===== config.mk =====
export PLATFORM = sky130hd
export DESIGN_NAME = tmr_mismatch_monitor
export DESIGN_NICKNAME = d
export VERILOG_FILES = /design/src/rtl/tmr_monitor_pkg.sv /design/src/rtl/tmr_sat_counter.sv /design/src/rtl/tmr_mismatch_monitor.sv
export SDC_FILE = /design/constraint.sdc
export NUM_CORES = 1
export LEC_CHECK = 0
export CORE_AREA = 5 5 97 90
export DETAILED_ROUTE_END_ITERATION = 6
export DIE_AREA = 0 0 102 95
export PLACE_DENSITY = 0.85
export SLEW_MARGIN = 15
export SYNTH_ARGS = -nofsm -noshare
export SYNTH_HDL_FRONTEND = slang
export SYNTH_SLANG_ARGS = --single-unit

===== constraint.sdc =====
create_clock -name clk_i -period 5.2 [get_ports clk_i]
set_input_delay 1.04 -clock clk_i [delete_from_list [all_inputs] [get_ports clk_i]]
set_output_delay 1.04 -clock clk_i [all_outputs]
set_load 0.02 [all_outputs]

===== src/rtl/tmr_monitor_pkg.sv =====
// Shared types and arithmetic helpers for the TMR mismatch monitor.
package tmr_monitor_pkg;

    localparam int unsigned DEF_CNT_W = 16;
    // Widest counter and voter vector the helpers below support.
    localparam int unsigned CALC_W    = 32;
    localparam int unsigned POP_W     = 64;

    typedef enum logic {
        RUN     = 1'b0,
        CLR_ACK = 1'b1
    } clr_state_t;

    function automatic logic [7:0] popcount(input logic [POP_W-1:0] v);
        logic [7:0] c;
        c = '0;
        for (int unsigned i = 0; i < POP_W; i++) begin
            c = c + 8'(v[i]);
        end
        return c;
    endfunction

    // Add with saturation at max_val; one extra bit catches the carry.
    function automatic logic [CALC_W-1:0] sat_add(input logic [CALC_W-1:0] a,
                                                  input logic [CALC_W-1:0] b,
                                                  input logic [CALC_W-1:0] max_val);
        logic [CALC_W:0] sum;
        sum = {1'b0, a} + {1'b0, b};
        if (sum > {1'b0, max_val}) begin
            return max_val;
        end
        return sum[CALC_W-1:0];
    endfunction

endpackage


===== src/rtl/tmr_sat_counter.sv =====
// Saturating event counter with synchronous clear; clear has priority over counting.
module tmr_sat_counter
    import tmr_monitor_pkg::*;
#(
    parameter int unsigned CNT_W = DEF_CNT_W,
    parameter int unsigned INC_W = 4
) (
    input  logic             clk_i,
    input  logic             rst_n_i,
    input  logic             clr_i,
    input  logic             en_i,
    input  logic [INC_W-1:0] inc_i,
    output logic [CNT_W-1:0] cnt_o
);

    localparam logic [CNT_W-1:0] CNT_MAX = '1;

    logic [CNT_W-1:0] cnt_d, cnt_q;

    always_comb begin
        cnt_d = cnt_q;
        if (clr_i) begin
            cnt_d = '0;
        end else if (en_i) begin
            cnt_d = CNT_W'(sat_add(CALC_W'(cnt_q), CALC_W'(inc_i), CALC_W'(CNT_MAX)));
        end
    end

    always_ff @(posedge clk_i) begin
        if (!rst_n_i) begin
            cnt_q <= '0;
        end else begin
            cnt_q <= cnt_d;
        end
    end

    assign cnt_o = cnt_q;

endmodule


===== src/rtl/tmr_mismatch_monitor.sv =====
// Collects voter mismatch edges into counters, sticky flags, first-error capture
// and a level interrupt; cleared through a four-phase req/ack handshake.
module tmr_mismatch_monitor
    import tmr_monitor_pkg::*;
#(
    parameter  int unsigned N_VOTERS = 8,
    parameter  int unsigned CNT_W    = DEF_CNT_W,
    localparam int unsigned IDX_W    = $clog2(N_VOTERS)
) (
    input  logic                clk_i,
    input  logic                rst_n_i,
    input  logic [N_VOTERS-1:0] mismatch_i,
    input  logic [N_VOTERS-1:0] mismatch_2nd_i,
    input  logic                irq_en_i,
    input  logic                clr_req_i,
    output logic                clr_ack_o,
    output logic [CNT_W-1:0]    event_cnt_o,
    output logic [CNT_W-1:0]    chk_fault_cnt_o,
    output logic [N_VOTERS-1:0] sticky_o,
    output logic [IDX_W-1:0]    first_idx_o,
    output logic                first_vld_o,
    output logic                irq_o
);

    localparam int unsigned INC_W = $clog2(N_VOTERS + 1);

    logic [N_VOTERS-1:0] s1_m_q, s1_m2_q, s2_m_q, s2_m2_q;
    logic [N_VOTERS-1:0] ev, cf, hit;
    logic [N_VOTERS-1:0] sticky_d, sticky_q;
    logic [IDX_W-1:0]    low_idx, first_idx_d, first_idx_q;
    logic                first_vld_d, first_vld_q;
    logic                ack_d, ack_q, irq_d, irq_q;
    logic                do_clr, do_upd;
    logic [INC_W-1:0]    inc_ev, inc_cf;
    clr_state_t          state_d, state_q;

    // Rising edges of "any mismatch" and of primary/secondary disagreement.
    assign ev  = (s1_m_q | s1_m2_q) & ~(s2_m_q | s2_m2_q);
    assign cf  = (s1_m_q ^ s1_m2_q) & ~(s2_m_q ^ s2_m2_q);
    assign hit = ev | cf;

    assign do_clr = (state_q == RUN) &&  clr_req_i;
    assign do_upd = (state_q == RUN) && !clr_req_i;

    assign inc_ev = INC_W'(popcount(POP_W'(ev)));
    assign inc_cf = INC_W'(popcount(POP_W'(cf)));

    always_comb begin
        low_idx = '0;
        for (int i = N_VOTERS - 1; i >= 0; i--) begin
            if (hit[i]) begin
                low_idx = IDX_W'(i);
            end
        end
    end

    always_comb begin
        state_d     = state_q;
        ack_d       = ack_q;
        sticky_d    = sticky_q;
        first_idx_d = first_idx_q;
        first_vld_d = first_vld_q;
        irq_d       = irq_en_i & (|sticky_q);
        unique case (state_q)
            RUN: begin
                if (clr_req_i) begin
                    state_d     = CLR_ACK;
                    ack_d       = 1'b1;
                    sticky_d    = '0;
                    first_idx_d = '0;
                    first_vld_d = 1'b0;
                end else begin
                    sticky_d = sticky_q | hit;
                    if (!first_vld_q && (|hit)) begin
                        first_idx_d = low_idx;
                        first_vld_d = 1'b1;
                    end
                end
            end
            CLR_ACK: begin
                if (!clr_req_i) begin
                    state_d = RUN;
                    ack_d   = 1'b0;
                end
            end
            default: state_d = RUN;
        endcase
    end

    always_ff @(posedge clk_i) begin
        if (!rst_n_i) begin
            state_q     <= RUN;
            ack_q       <= 1'b0;
            sticky_q    <= '0;
            first_idx_q <= '0;
            first_vld_q <= 1'b0;
            irq_q       <= 1'b0;
            s1_m_q      <= '0;
            s1_m2_q     <= '0;
            s2_m_q      <= '0;
            s2_m2_q     <= '0;
        end else begin
            state_q     <= state_d;
            ack_q       <= ack_d;
            sticky_q    <= sticky_d;
            first_idx_q <= first_idx_d;
            first_vld_q <= first_vld_d;
            irq_q       <= irq_d;
            s1_m_q      <= mismatch_i;
            s1_m2_q     <= mismatch_2nd_i;
            s2_m_q      <= s1_m_q;
            s2_m2_q     <= s1_m2_q;
        end
    end

    tmr_sat_counter #(.CNT_W(CNT_W), .INC_W(INC_W)) u_ev_cnt (
        .clk_i   (clk_i),
        .rst_n_i (rst_n_i),
        .clr_i   (do_clr),
        .en_i    (do_upd),
        .inc_i   (inc_ev),
        .cnt_o   (event_cnt_o)
    );

    tmr_sat_counter #(.CNT_W(CNT_W), .INC_W(INC_W)) u_cf_cnt (
        .clk_i   (clk_i),
        .rst_n_i (rst_n_i),
        .clr_i   (do_clr),
        .en_i    (do_upd),
        .inc_i   (inc_cf),
        .cnt_o   (chk_fault_cnt_o)
    );

    assign clr_ack_o   = ack_q;
    assign sticky_o    = sticky_q;
    assign first_idx_o = first_idx_q;
    assign first_vld_o = first_vld_q;
    assign irq_o       = irq_q;

    a_inputs_known: assert property (@(posedge clk_i) disable iff (!rst_n_i)
        !$isunknown({mismatch_i, mismatch_2nd_i, irq_en_i, clr_req_i}));

endmodule


==> Word-level counts from Yosys, hierarchy flattened <==
Index checks and enable logic that the tools add are counted.
{ "word_totals": {"regBits": 79, "latch_bits": 0, "ram_bits": 0, "rom_bits": 0, "input_bits": 20, "output_inout_bits": 46, "n_memories": 0} }
{ "op_classes": {"addsub": 16, "mul": 0, "div_mod_pow": 0, "order_cmp": 2, "eq_ne": 2, "shifts": 0, "mux": 27, "n_bitwise": 13, "reduce_logical": 11} }
{ "op_table": {"columns": ["cell", "n"], "rows": [
  ["16-bit 2-to-1 mux", 4],
  ["16-bit by 4-bit adder with 17-bit output", 2],
  ["17-bit by 16-bit > comparator with 1-bit output (second input constant)", 2],
  ["4-bit by 1-bit adder with 4-bit output", 8],
  ["8-bit bitwise OR", 4],
  ["3-bit 2-to-1 mux", 10],
  ["8-bit AND", 2],
  ["8-bit NOT", 2],
  ["8-bit OR reduction", 2],
  ["8-bit XOR", 2],
  ["1-bit 2-to-1 mux", 11],
  ["3-bit by 1-bit adder with 4-bit output", 2],
  ["8-bit 2-to-1 mux", 1],
  ["2-bit by 1-bit adder with 3-bit output", 2],
  ["1-bit by 1-bit adder with 2-bit output", 2],
  ["2-bit != test (second input constant)", 2],
  ["2-bit AND reduction", 2],
  ["1-bit logical AND", 3],
  ["1-bit zero test", 2],
  ["1-bit NOT", 2],
  ["1-bit case mux with 2 select lines", 1],
  ["2-bit nonzero test", 1],
  ["2-bit OR reduction", 1],
  ["1-bit AND", 1]
]} }

==> Logic depth before layout (Yosys ltp) <==
Gate-level depths: netlist (run 1).
{ "logic_depth": {"word_depth": 16, "ltp_mapped": 17, "ltp_nobuf": 16} }

==> Cells and area by module <==
Synthesis (run 1) repeated with hierarchy kept, for this count alone.
{ "unflattened": {"hier_cells": 467, "area_unflattened_um2": 4236.6} }
{ "modules_own_cells": {"columns": ["mod", "instances", "cells_per_inst", "area_per_inst_um2", "seq_area_each_um2"], "rows": [
  ["tmr_mismatch_monitor", 1, 251, 2359.8, 940.9],
  ["tmr_sat_counter", 2, 108, 938.4, 320.3]
]} }

==> Worst setup path before layout (run 1) <==
OpenSTA, ideal clock, no wires.
{ "synth_path": {"path_kind": "register to register", "from": "register s1_m_q[3]", "to": "register u_cf_cnt.cnt_q[3], in the netlist u_cf_cnt.cnt_o[3]", "t_arrival_ns": 4.005, "t_required_ns": 5.129, "path_slack_ns": 1.124, "stages_incl_launch_ff": 17, "n_path_buf": 1, "cell_sequence": "dfxtp_1 inv_1 ha_1 nor2b_1 inv_1 fa_1 fa_1 inv_1 fa_1 fa_1 inv_1 fa_1 nand2b_1 o2bb2ai_1 or3_4 buf_6 a21oi_1"} }
{ "synth_via": {"elab_chain_cells": 13} }
{ "synth_rtl": {"columns": ["element", "line_no", "text"], "rows": [
  ["start, declared", "tmr_mismatch_monitor.sv:27", "logic [N_VOTERS-1:0] s1_m_q, s1_m2_q, s2_m_q, s2_m2_q;"],
  ["start signal, assigned", "tmr_mismatch_monitor.sv:109", "s1_m_q <= mismatch_i;"],
  ["8-bit XOR (*)", "tmr_mismatch_monitor.sv:39", "assign cf = (s1_m_q ^ s1_m2_q) & ~(s2_m_q ^ s2_m2_q);"],
  ["8-bit AND (*)", "tmr_mismatch_monitor.sv:39", null],
  ["3-bit by 1-bit adder with 4-bit output (*)", "tmr_monitor_pkg.sv:18", "c = c + 8'(v[i]);"],
  ["4-bit by 1-bit adder with 4-bit output (*) (4 in a row)", "tmr_monitor_pkg.sv:18", null],
  ["16-bit by 4-bit adder with 17-bit output (*)", "tmr_monitor_pkg.sv:28", "sum = {1'b0, a} + {1'b0, b};"],
  ["17-bit by 16-bit > comparator with 1-bit output", "tmr_monitor_pkg.sv:29", "if (sum > {1'b0, max_val}) begin"],
  ["1-bit 2-to-1 mux", "tmr_monitor_pkg.sv:29", null],
  ["1-bit 2-to-1 mux", "tmr_sat_counter.sv:24", "end else if (en_i) begin"],
  ["1-bit 2-to-1 mux", "tmr_sat_counter.sv:22", "if (clr_i) begin"],
  ["16-bit 2-to-1 mux (*)", "tmr_monitor_pkg.sv:32", "return sum[CALC_W-1:0];"],
  ["end signal, assigned", "tmr_sat_counter.sv:33", "cnt_q <= cnt_d;"],
  ["end, declared", "tmr_sat_counter.sv:18", "logic [CNT_W-1:0] cnt_d, cnt_q;"]
]} }
Every way passes the cells marked *; elsewhere a longest branch is shown, timed or not. The select of a mux whose other input is x is not followed.
A chain may end at the register's enable or synchronous reset.

==> Worst setup path after layout (run 1) <==
{ "layout_path": {"from": "register s1_m_q[3]", "to": "register u_ev_cnt.cnt_q[13], in the netlist u_ev_cnt.cnt_o[13]"} }
{ "layout_via": {"elab_chain_cells": 13} }
{ "layout_rtl": {"columns": ["element", "line_no", "text"], "rows": [
  ["8-bit bitwise OR (*)", "tmr_mismatch_monitor.sv:38", "assign ev = (s1_m_q | s1_m2_q) & ~(s2_m_q | s2_m2_q);"],
  ["8-bit AND (*)", "tmr_mismatch_monitor.sv:38", null],
  ["3-bit by 1-bit adder with 4-bit output (*)", "tmr_monitor_pkg.sv:18", null],
  ["4-bit by 1-bit adder with 4-bit output (*) (4 in a row)", "tmr_monitor_pkg.sv:18", null],
  ["16-bit by 4-bit adder with 17-bit output (*)", "tmr_monitor_pkg.sv:28", null],
  ["17-bit by 16-bit > comparator with 1-bit output", "tmr_monitor_pkg.sv:29", null],
  ["1-bit 2-to-1 mux", "tmr_monitor_pkg.sv:29", null],
  ["1-bit 2-to-1 mux", "tmr_sat_counter.sv:24", null],
  ["1-bit 2-to-1 mux", "tmr_sat_counter.sv:22", null],
  ["16-bit 2-to-1 mux (*)", "tmr_monitor_pkg.sv:32", null],
  ["end signal, assigned", "tmr_sat_counter.sv:33", null],
  ["end, declared", "tmr_sat_counter.sv:18", null]
]} }
Marked as above.

==> metrics.md, run 1 <==
| Metric | Value |
|---|---|
| Status | `completed` |
| CTS Sinks | `79` |
| DRC | `0` |
| GRT Overall Usage | `0.176` |
| Flops & latches, synth | `79` |
| WL/cell | `13.4 um` |
| Top achievable clock speed | `220 MHz` |
| Fill cells | `614` |
| Crit Path Category | `reg2reg` |
| Overflow after GRT | `0` |
| Area growth syn-to-layout | `23.6%` |
| Reg clk slew, reported paths | `80 ps` |
| Initial DRC Count | `125` |
| Die Y | `95 um` |
| Most common cell after layout, fill and taps aside | `dfxtp_1` |
| Reg-to-Reg Start | `s1_m_q[3]` |
| Lkg Pwr | `1.93 nW` |
| CP arrival | `4810 ps` |
| Final wirelength | `7990 um` |
| Synthesized area | `3900 sq um` |
| Post-CTS setup buffers | `0` |
| Antenna diodes | `0` |
| First-pass GRT wire length | `13,500 um` |
| Die area | `9690 sq um` |
| Crit path max fanout | `13` |
| Commonest cells after routing, fill and taps aside | `79 x dfxtp_1, 65 x clkdlybuf4s50_1, 57 x inv_1` |
| CP endpoint kind | `flip-flop` |
| Final hold vios | `0` |
| Post-Syn Instances | `429` |
| Pwr Density | `301 nW/um^2` |
| H-tree depth | `3` |
| Syn avg cell area | `9.08 sq um` |
| Max Transition Viols Final | `0` |
| Final hold slack | `456 ps` |
| VDD IR max | `134 uV` |
| RePlAce Congestion | `0.851` |
| Antenna-violating nets left | `0` |
| Post-synthesis cell type count | `43` |
| Startpoint class of the critical path | `flip-flop` |
| Tot Pwr | `1.45 mW` |
| Sum Neg Setup Slack | `0 ps` |
| CTS tree | `done` |
| Final period util | `0.873` |
| EDFF count, synth | `0` |
| Final nets | `554` |
| Clock root cell | `clkbuf_8` |
| First drt pass iteration count | `5` |
| Clk_skew | `10.4 ps` |
| Critical Path End | `u_ev_cnt.cnt_o[13]` |
| Ports | `66` |
| Final Setup Violations | `0` |
| CTS Buffer Depth | `2` |
| Clk Latency, worst-skew pair | `350 ps` |
| CTS Buf Count | `9` |
| Final Util | `0.624` |
| Dpl ws | `693 ps` |
| Row Count | `31` |
| Count of input and output buffers | `65` |
| Worst Tran Pin Value | `970 ps` |
| Largest net degree at the start of global routing | `39` |
| Share of layout cells above drive strength 1 | `0.0561` |
| Hold Path Class | `reg2reg` |
| CP max-delay cell | `fa_1` |
| Initial antenna violation count | `0` |
| Cell mode on critical path | `fa_1` |
| Post-CTS Resized | `0` |
| Post-synth top flop | `dfxtp_1` |
| Initial Util | `0.505` |
| Cts hold-fix bufs | `0` |
| Vias/cell | `5.19` |
| Yosys warnings | `0` |
| Routed vias | `3,102` |
| R2r setup slk | `660 ps` |
| Sequential share of the synthesized area | `0.406` |
| Cells on worst reg2reg path | `16` |
| CP Cell Sequence | `inv_1, ha_1, nor2b_1, inv_1, fa_1, fa_1, inv_1, fa_1, fa_1, inv_1, fa_1, nor2b_1, o22ai_2, nor3_2, nand4_1, a21oi_1` |
| Vias in the first global route | `2,967` |
| R2R Path End | `u_ev_cnt.cnt_o[13]` |
| Post-DP HPWL | `6020 um` |
| Core area | `7720 sq um` |
| # Max-Cap Violations | `0` |
| Slew HR | `0.351` |
| Die W | `102 um` |
| Worst path required time | `5470 ps` |
| Worst Setup SP | `s1_m_q[3]` |
| Post-synth net total | `489` |
| Slowest stage delay, CP | `560 ps` |
| Post-synthesis async set-or-reset flop share | `0` |
| Tmin final | `4540 ps` |
| RSZ-0062 raised after global routing | `false` |
| Final WS setup | `661 ps` |
==> area by class of cell <==
cell class | instances | area (sq um) | share of cell area
Clock buffer | 10 | 138 | 0.0286
Tap cell | 99 | 124 | 0.0257
Clock inverter | 6 | 60.1 | 0.0125
Inverter | 57 | 214 | 0.0444
Multi-Input combinational cell | 280 | 2030 | 0.422
Sequential cell | 79 | 1580 | 0.328
Timing Repair Buffer | 67 | 666 | 0.138
==> worst min path at each step <==
| stage | from | to | slack (ps) | cells past startpoint |
|---|---|---|---|---|
| after global routing | s1_m_q[6] | s2_m_q[6] | 480 | 1 |
| final | s1_m_q[6] | s2_m_q[6] | 460 | 1 |
| after CTS | s1_m_q[6] | s2_m_q[6] | 460 | 1 |
| after global placement | s1_m2_q[3] | s2_m2_q[3] | 440 | 1 |
| after floorplan | s1_m2_q[0] | s2_m2_q[0] | 430 | 1 |
| after detailed placement | s1_m_q[6] | s2_m_q[6] | 440 | 1 |
==> cell usage after synthesis (3+ instances only) <==
| master | number | area share |
|---|---|---|
| inv_1 | 57 | 0.055 |
| nand3_1 | 4 | 0.0051 |
| fa_1 | 10 | 0.051 |
| nor2_1 | 32 | 0.031 |
| nor3b_1 | 6 | 0.012 |
| nor3_1 | 9 | 0.012 |
| a31oi_1 | 5 | 0.0080 |
| o21ai_0 | 10 | 0.013 |
| nand4_1 | 3 | 0.0048 |
| a21oi_2 | 4 | 0.0090 |
| nand2b_1 | 7 | 0.011 |
| dfxtp_1 | 79 | 0.41 |
| and4_1 | 4 | 0.0090 |
| nor4_1 | 5 | 0.0080 |
| a21oi_1 | 34 | 0.044 |
| ha_1 | 30 | 0.096 |
| mux2i_1 | 4 | 0.010 |
| and2_1 | 34 | 0.055 |
| nand2_1 | 16 | 0.015 |
| a211oi_1 | 4 | 0.0077 |
| clkbuf_1 | 9 | 0.0087 |
| nor2b_1 | 17 | 0.027 |
| xnor2_1 | 15 | 0.034 |
==> stage by stage <==
step           instance area, sq um  instances
3_3_place_gp                   4620        582
3_5_place_dp                   4620        582
5_1_grt                        4820        598
2_1_floorplan                  3900        429
4_1_cts                        4820        598
6_report                       4820        598
==> cells by family after synthesis <==
| family | share of synthesized area |
|---|---|
| mux | 0.0103 |
| fa+ha+maj | 0.148 |
| buf+inv | 0.0719 |
| simple gates | 0.214 |
| xor+xnor | 0.0382 |
| compound gates | 0.112 |
| flops | 0.406 |
==> layer usage <==
| metal | vias to the layer above | global-route usage | share of wire |
|---|---|---|---|
| met5 | - | 0 | 0 |
| met3 | 18 | 0.0428 | 0.053 |
| met1 | 1461 | 0.214 | 0.43 |
| met4 | 0 | 0.0809 | 0.026 |
| met2 | 81 | 0.293 | 0.49 |
| li1 | 1542 | - | - |
==> where the power goes <==
part | internal, mW | switching, mW
Sequential | 0.632 | 0.0166
Combinational | 0.161 | 0.186
Clock | 0.232 | 0.221
Total | 1.02 | 0.423
==> registers in the layout, summed over array words and instances (netlist names) <==
| name | cells |
|---|---|
| clr_ack_o | 1 |
| first_idx_o | 3 |
| first_vld_o | 1 |
| irq_o | 1 |
| s1_m2_q | 8 |
| s1_m_q | 8 |
| s2_m2_q | 8 |
| s2_m_q | 8 |
| state_q | 1 |
| sticky_o | 8 |
| u_cf_cnt.cnt_o | 16 |
| u_ev_cnt.cnt_o | 16 |
==> worst max-delay path, delay by kind of cell (launching register included) <==
kind            cells  cell delay [ps]
compound gates      2              460
buf+inv             4              250
flops               1              330
simple gates        4             1110
fa+ha+maj           6             2310
(Power assumes the default switching activity.)
==> run 2: changes to the inputs <==
- CORE_AREA: 5 5 97 90 -> 5 5 100 93
- DIE_AREA: 0 0 102 95 -> 0 0 105 98
- SYNTH_HIERARCHICAL: default -> 1
==> metrics.md, run 2 <==
| Metric | Value |
|---|---|
| Synthesized area | `4240 sq um (+8.7%)` |
| Sum Neg Setup Slack | `0 ps (unchanged)` |
| Final nets | `597 (+7.8%)` |
| Largest delay share family, worst path | `adder cells` |
| Post-synth net total | `529 (+8.2%)` |
| Row Count | `32 (+3.2%)` |
| CP endpoint kind | `flip-flop` |
| Count leader, synth | `dfxtp_1` |
| Post-Syn Instances | `467 (+8.9%)` |
| Vias in the first global route | `3,731 (+26%)` |
| Final Setup Violations | `0 (unchanged)` |
| Cell mode on critical path | `inv_1` |
| CP max-delay cell | `fa_1` |
| First drt pass iteration count | `4 (-1)` |
| Tmin final | `4980 ps (+444 ps)` |
| Buf/Inv on CP | `6 (+2)` |
| Crit path max fanout | `5 (-8)` |
| Yosys top cell by area | `dfxtp_1` |
| Clk Latency, worst-skew pair | `350 ps (about the same)` |
| Ports | `66 (unchanged)` |
| CP Cell Sequence | `inv_1, ha_1, nor2b_2, inv_1, fa_1, fa_1, inv_1, fa_1, ha_1, inv_1, fa_1, inv_1, inv_1, fa_1, and2b_1, o31ai_1, or4_1, a31oi_1` |
| Antenna diodes | `0 (unchanged)` |
| Cts hold-fix bufs | `0 (unchanged)` |
| Vias/cell | `5.62 (+8.4%)` |
| CTS Sinks | `79 (unchanged)` |
| Slew HR | `0.442 (+0.0904)` |
| H-tree depth | `3 (unchanged)` |
| Hold Path Class | `reg2reg` |
| Largest net degree at the start of global routing | `43 (+10%)` |
| Final period util | `0.958 (+0.0854)` |
| Initial antenna violation count | `0 (unchanged)` |
| Commonest cells after routing, fill and taps aside | `79 x dfxtp_1, 69 x inv_1, 65 x clkdlybuf4s50_1` |
| Post-synthesis async set-or-reset flop share | `0 (unchanged)` |
| Worst Tran Pin Value | `837 ps (-133 ps)` |
| Core area | `8250 sq um (+6.9%)` |
| Startpoint class of the critical path | `flip-flop` |
| Clock root cell | `clkbuf_8` |
| Yosys warnings | `6 (+6)` |
| Top achievable clock speed | `201 MHz (-8.9%)` |
| Clk_skew | `10.5 ps (+0.138 ps)` |
| Commonest cells post-synth | `79 x dfxtp_1, 69 x inv_1, 35 x and2_1` |
| Initial DRC Count | `128 (+2.4%)` |
| Post-synthesis cell type count | `48 (+12%)` |
| Status | `completed` |
| Count of input and output buffers | `65 (unchanged)` |
| Slowest stage delay, CP | `550 ps (about the same)` |
| CTS tree | `done` |
| Worst path required time | `5480 ps (about the same)` |
| Die W | `105 um (+2.9%)` |
| Top sig layer | `met4` |
| # Max-Cap Violations | `0 (unchanged)` |
| Final hold slack | `455 ps (-1.75 ps)` |
| Final wirelength | `9410 um (+18%)` |
| EDFF count, synth | `0 (unchanged)` |
| Max Transition Viols Final | `0 (unchanged)` |
| Post-synth top flop | `dfxtp_1` |
| Sequential share of the synthesized area | `0.373 (-0.0326)` |
| GRT Overall Usage | `0.188 (+0.0120)` |
| Final hold vios | `0 (unchanged)` |
| Initial Util | `0.514 (+0.00887)` |
| VDD IR max | `120 uV (-10%)` |
| Die area | `10,300 sq um (+6.2%)` |
| Antenna-violating nets left | `0 (unchanged)` |
| DR WL met2 | `4630 um (+17%)` |
| Top cell type's share of synthesized area | `0.373 (-0.0326)` |
| Pwr Density | `282 nW/um^2 (-6.2%)` |
| CP arrival | `5260 ps (+450 ps)` |
| Reg clk slew, reported paths | `80 ps (about the same)` |
| Routed vias | `3,603 (+16%)` |
| WL/cell | `14.7 um (+9.9%)` |
| Area growth syn-to-layout | `22.1%` |
| Post-DP HPWL | `6950 um (+16%)` |
| Most common cell after layout, fill and taps aside | `dfxtp_1` |
| Wire length on met1 | `4150 um (+22%)` |
| Overflow after GRT | `0 (unchanged)` |
| Flops & latches, synth | `79 (unchanged)` |
| CTS Buffer Depth | `2 (unchanged)` |
| Die Y | `98 um (+3.2%)` |
| Ranking of synthesized cells by area | `dfxtp_1 37%, ha_1 9.5%, inv_1 6.1%` |
| Syn avg cell area | `9.07 sq um (-0.11%)` |
| RePlAce Congestion | `0.885 (+4.1%)` |
| First-pass GRT wire length | `16,300 um (+21%)` |
| CTS Buf Count | `9 (unchanged)` |
| Share of layout cells above drive strength 1 | `0.0798 (+0.0237)` |
| Lkg Pwr | `2.01 nW (+4.6%)` |
| DRC | `0 (unchanged)` |
| Met3 routed WL | `472 um (+11%)` |
| Crit Path Category | `reg2reg` |
run 2: changes by cell type in the layout (fill, tap and decap cells not counted), moves of 12 or more:
cell     previous run  this run
or4_1               0        12
xnor2_1            15         2
inv_1              57        69
a21oi_1            34        16
o31ai_1             0        14
a31oi_1             5        25
run 2: cell type report:
class	count	area, sq um
fillers	679	3070
multi-input cells	304	2340
flip-flops and latches	79	1580
repair buffers	72	703
inverters	69	259
well taps	102	128
clock buffers	9	124
clock inverters	6	38.8
run 2: per-stage QoR:
stage	instance area, sq um	cells	util	power (mW)	setup slack (ps)
after floorplan	4240	467	-	0.953	426
after global routing	5170	641	0.627	1.55	-3.19
after detailed placement	4990	624	0.605	1.07	191
final	5170	641	0.627	1.46	216
after global placement	4990	624	0.605	1.05	315
after CTS	5150	639	0.625	1.46	164
run 2: repair_timing:
item,in CTS,in global routing
setup endpoints to repair,0,9
gates resized for setup,0,2
setup buffers,0,2
run 2: power breakdown:
part           total (mW)  switching (mW)  internal, mW
clock               0.394           0.226         0.169
combinational       0.415           0.232         0.183
sequential          0.649          0.0175         0.631
total                1.46           0.475         0.983
run 2: metal layers:
metal,vias to the layer above,track usage
met2,98,0.328
met1,1712,0.227
met3,18,0.0416
li1,1775,-
met5,-,0
met4,0,0.0678
run 2: kinds of logic after synthesis:
group           share of synthesized area
fa+ha+maj                           0.142
simple gates                        0.235
buf+inv                            0.0756
compound gates                      0.162
xor+xnor                           0.0124
flops                               0.373
run 2: worst paths after layout:
path	slack, ps	endpoint	cells after the start	startpoint
worst min-delay path	450	s2_m2_q[1]	1	s1_m2_q[1]
worst max-delay path	220	u_cf_cnt/cnt_o[10]	18	s1_m_q[3]
worst min register to register	450	s2_m2_q[1]	1	s1_m2_q[1]
worst max register to register	220	u_cf_cnt/cnt_o[10]	18	s1_m_q[3]
==> run 3: changes to the inputs <==
- CORE_AREA: 5 5 100 93 -> 5 5 107 99
- DIE_AREA: 0 0 105 98 -> 0 0 112 104
- PLACE_DENSITY: 0.85 -> 0.76
==> metrics.md, run 3 (synthesized netlist as in run 2, its figures left out) <==
| Metric | Value |
|---|---|
| First drt pass iteration count | `4 (unchanged)` |
| Post-CTS Resized | `0 (unchanged)` |
| Commonest cells after routing, fill and taps aside | `79 x dfxtp_1, 69 x inv_1, 65 x clkdlybuf4s50_1` |
| Tmin final | `4970 ps (-9.45 ps)` |
| CTS tree | `done` |
| VDD IR max | `125 uV (+4.8%)` |
| Top achievable clock speed | `201 MHz (+0.19%)` |
| Row Count | `34 (+6.3%)` |
| GRT Overall Usage | `0.157 (-0.0310)` |
| Sum Neg Setup Slack | `0 ps (unchanged)` |
| WL/cell | `13.4 um (-8.9%)` |
| M3 GR Usage | `0.0413 (-0.000336)` |
| Fin area | `5220 sq um (+0.85%)` |
| Reg power frac | `0.435 (-0.010)` |
| Post-DP HPWL | `6750 um (-3.0%)` |
| Pwr Density | `285 nW/um^2 (+1.2%)` |
| Final period util | `0.957 (-0.00182)` |
| DP Area | `5020 sq um (+0.60%)` |
| Non-filler cells, final | `664 (+3.6%)` |
| Final hold vios | `0 (unchanged)` |
| Slew HR | `0.457 (+0.0156)` |
| Worst Tran Pin Value | `814 ps (-23.3 ps)` |
| RePlAce Congestion | `0.869 (-1.8%)` |
| Hold Path Class | `reg2reg` |
| R2r setup slk | `230 ps (about the same)` |
| Share of layout cells above drive strength 1 | `0.0743 (-0.00543)` |
| Crit Path Category | `reg2reg` |
| Initial Util | `0.451 (-0.0630)` |
| Final Setup Violations | `0 (unchanged)` |
| Crit path max fanout | `5 (unchanged)` |
| Part of the power in combinational logic | `0.270 (-0.015)` |
| Ports | `66 (unchanged)` |
| Cells on worst reg2reg path | `17 (-1)` |
| Routed vias | `3,459 (-4.0%)` |
| CTS Buf Count | `9 (unchanged)` |
| Overflow after GRT | `0 (unchanged)` |
| Final nets | `595 (-0.34%)` |
| Initial DRC Count | `126 (-1.6%)` |
| Antenna diodes | `0 (unchanged)` |
| First-pass GRT wire length | `15,500 um (-5.1%)` |
| Vias in the first global route | `3,466 (-7.1%)` |
| Initial antenna violation count | `0 (unchanged)` |
| Antenna-violating nets left | `0 (unchanged)` |
| Lkg Pwr | `2.02 nW (+0.50%)` |
| Final wirelength | `8880 um (-5.6%)` |
| Clock root cell | `clkbuf_8` |
| Count of input and output buffers | `65 (unchanged)` |
| Die area | `11,600 sq um (+13%)` |
| Clk Latency, worst-skew pair | `350 ps (about the same)` |
| CP arrival | `5240 ps (-20 ps)` |
| Internal power | `1.03 mW (+5.0%)` |
| Post-Place Cells | `648 (+3.8%)` |
| R2R Path End | `u_cf_cnt/cnt_o[10]` |
| Tot Pwr | `1.49 mW (+2.1%)` |
| Die Y | `104 um (+6.1%)` |
| CTS Sinks | `79 (unchanged)` |
| Largest net degree at the start of global routing | `43 (unchanged)` |
| H-tree depth | `3 (unchanged)` |
| Final WS setup | `226 ps (+9.45 ps)` |
| CP endpoint kind | `flip-flop` |
| Clk_skew | `11.4 ps (+0.895 ps)` |
| Max Transition Viols Final | `0 (unchanged)` |
| Dpl ws | `184 ps (-7.37 ps)` |
| Status | `completed` |
| Startpoint class of the critical path | `flip-flop` |
| Worst path required time | `5470 ps (about the same)` |
| Reg-to-Reg Start | `s2_m_q[0]` |
| Most common cell after layout, fill and taps aside | `dfxtp_1` |
| Vias/cell | `5.21 (-7.3%)` |
| Post-CTS setup buffers | `0 (unchanged)` |
| Area growth syn-to-layout | `23.2%` |
| Cts hold-fix bufs | `0 (unchanged)` |
| Net Sw Frac | `0.307 (-0.0191)` |
| Hold Crit Start | `s1_m2_q[2]` |
| Critical Path End | `u_cf_cnt/cnt_o[10]` |
| Die W | `112 um (+6.7%)` |
| Switching power | `0.457 mW (-3.9%)` |
| Worst Setup SP | `s2_m_q[0]` |
| GR peak layer | `met2` |
| DRC | `0 (unchanged)` |
| Met2 usage | `0.262 (-0.0666)` |
| Clock share of power | `0.294 (+0.024)` |
| RSZ-0062 raised after global routing | `false` |
| Core area | `9400 sq um (+14%)` |
| Reg clk slew, reported paths | `80 ps (about the same)` |
| Met1 Usage GRT | `0.200 (-0.0267)` |
| CTS Buffer Depth | `2 (unchanged)` |
| # Max-Cap Violations | `0 (unchanged)` |
-- run 3: cell count changes in the layout (fill, tap and decap cells not counted) --
cell	before	now
buf_4	7	5
bufinv_16	0	1
clkbuf_1	0	1
clkinvlp_4	2	1
nand2b_1	6	7
nand2b_2	1	0
nor2b_2	3	2
nor2b_4	5	6
-- run 3: worst min path at each step --
stage            endpoint  slack [ps]  depth (start not counted)
6_report       s2_m2_q[2]         460                          1
5_1_grt         s2_m_q[0]         480                          1
4_1_cts        s2_m2_q[2]         460                          1
3_5_place_dp   s2_m2_q[3]         440                          1
3_3_place_gp   s2_m2_q[3]         430                          1
2_1_floorplan  s2_m2_q[0]         430                          1
-- run 3: worst max-delay path, cell delays in order (launching register included) --
cell and delay, ps:
dfxtp_1 310, inv_1 40, ha_1 280, nand2b_1 240
fa_1 540, fa_1 540, inv_1 50, fa_1 540
ha_1 170, inv_1 60, fa_1 420, inv_1 100
inv_1 70, fa_1 450, and2b_1 270, o31ai_1 130
or4_1 530, a31oi_1 160
-- run 3: area by class of cell --
type,instances,area [sq um]
sequential,79,1580
tap,126,158
clock inverter,6,61.3
clock buffer,10,128
inverter,69,259
timing repair buffer,70,688
fill,844,4180
multi-input combinational,304,2340
-- run 3: per-layer routing --
layer / vias to the layer above / share of wire
li1: 1758 / -
met1: 1605 / 0.45
met2: 88 / 0.48
met3: 8 / 0.059
met4: 0 / 0.010
met5: - / 0
-- run 3: through the flow --
step | hold WS [ps] | utilization
2_1_floorplan | 430 | -
3_3_place_gp | 434 | 0.534
3_5_place_dp | 440 | 0.534
4_1_cts | 457 | 0.554
5_1_grt | 479 | 0.555
6_report | 455 | 0.555
-- run 3: power by group through the flow --
stage                     sequential [mW]  combinational, mW  clock, mW
after floorplan                     0.675              0.278          0
after global placement              0.662              0.389          0
after detailed placement            0.663              0.405          0
after CTS                           0.649              0.407      0.449
after global routing                0.652              0.467      0.474
final                               0.648              0.402      0.438
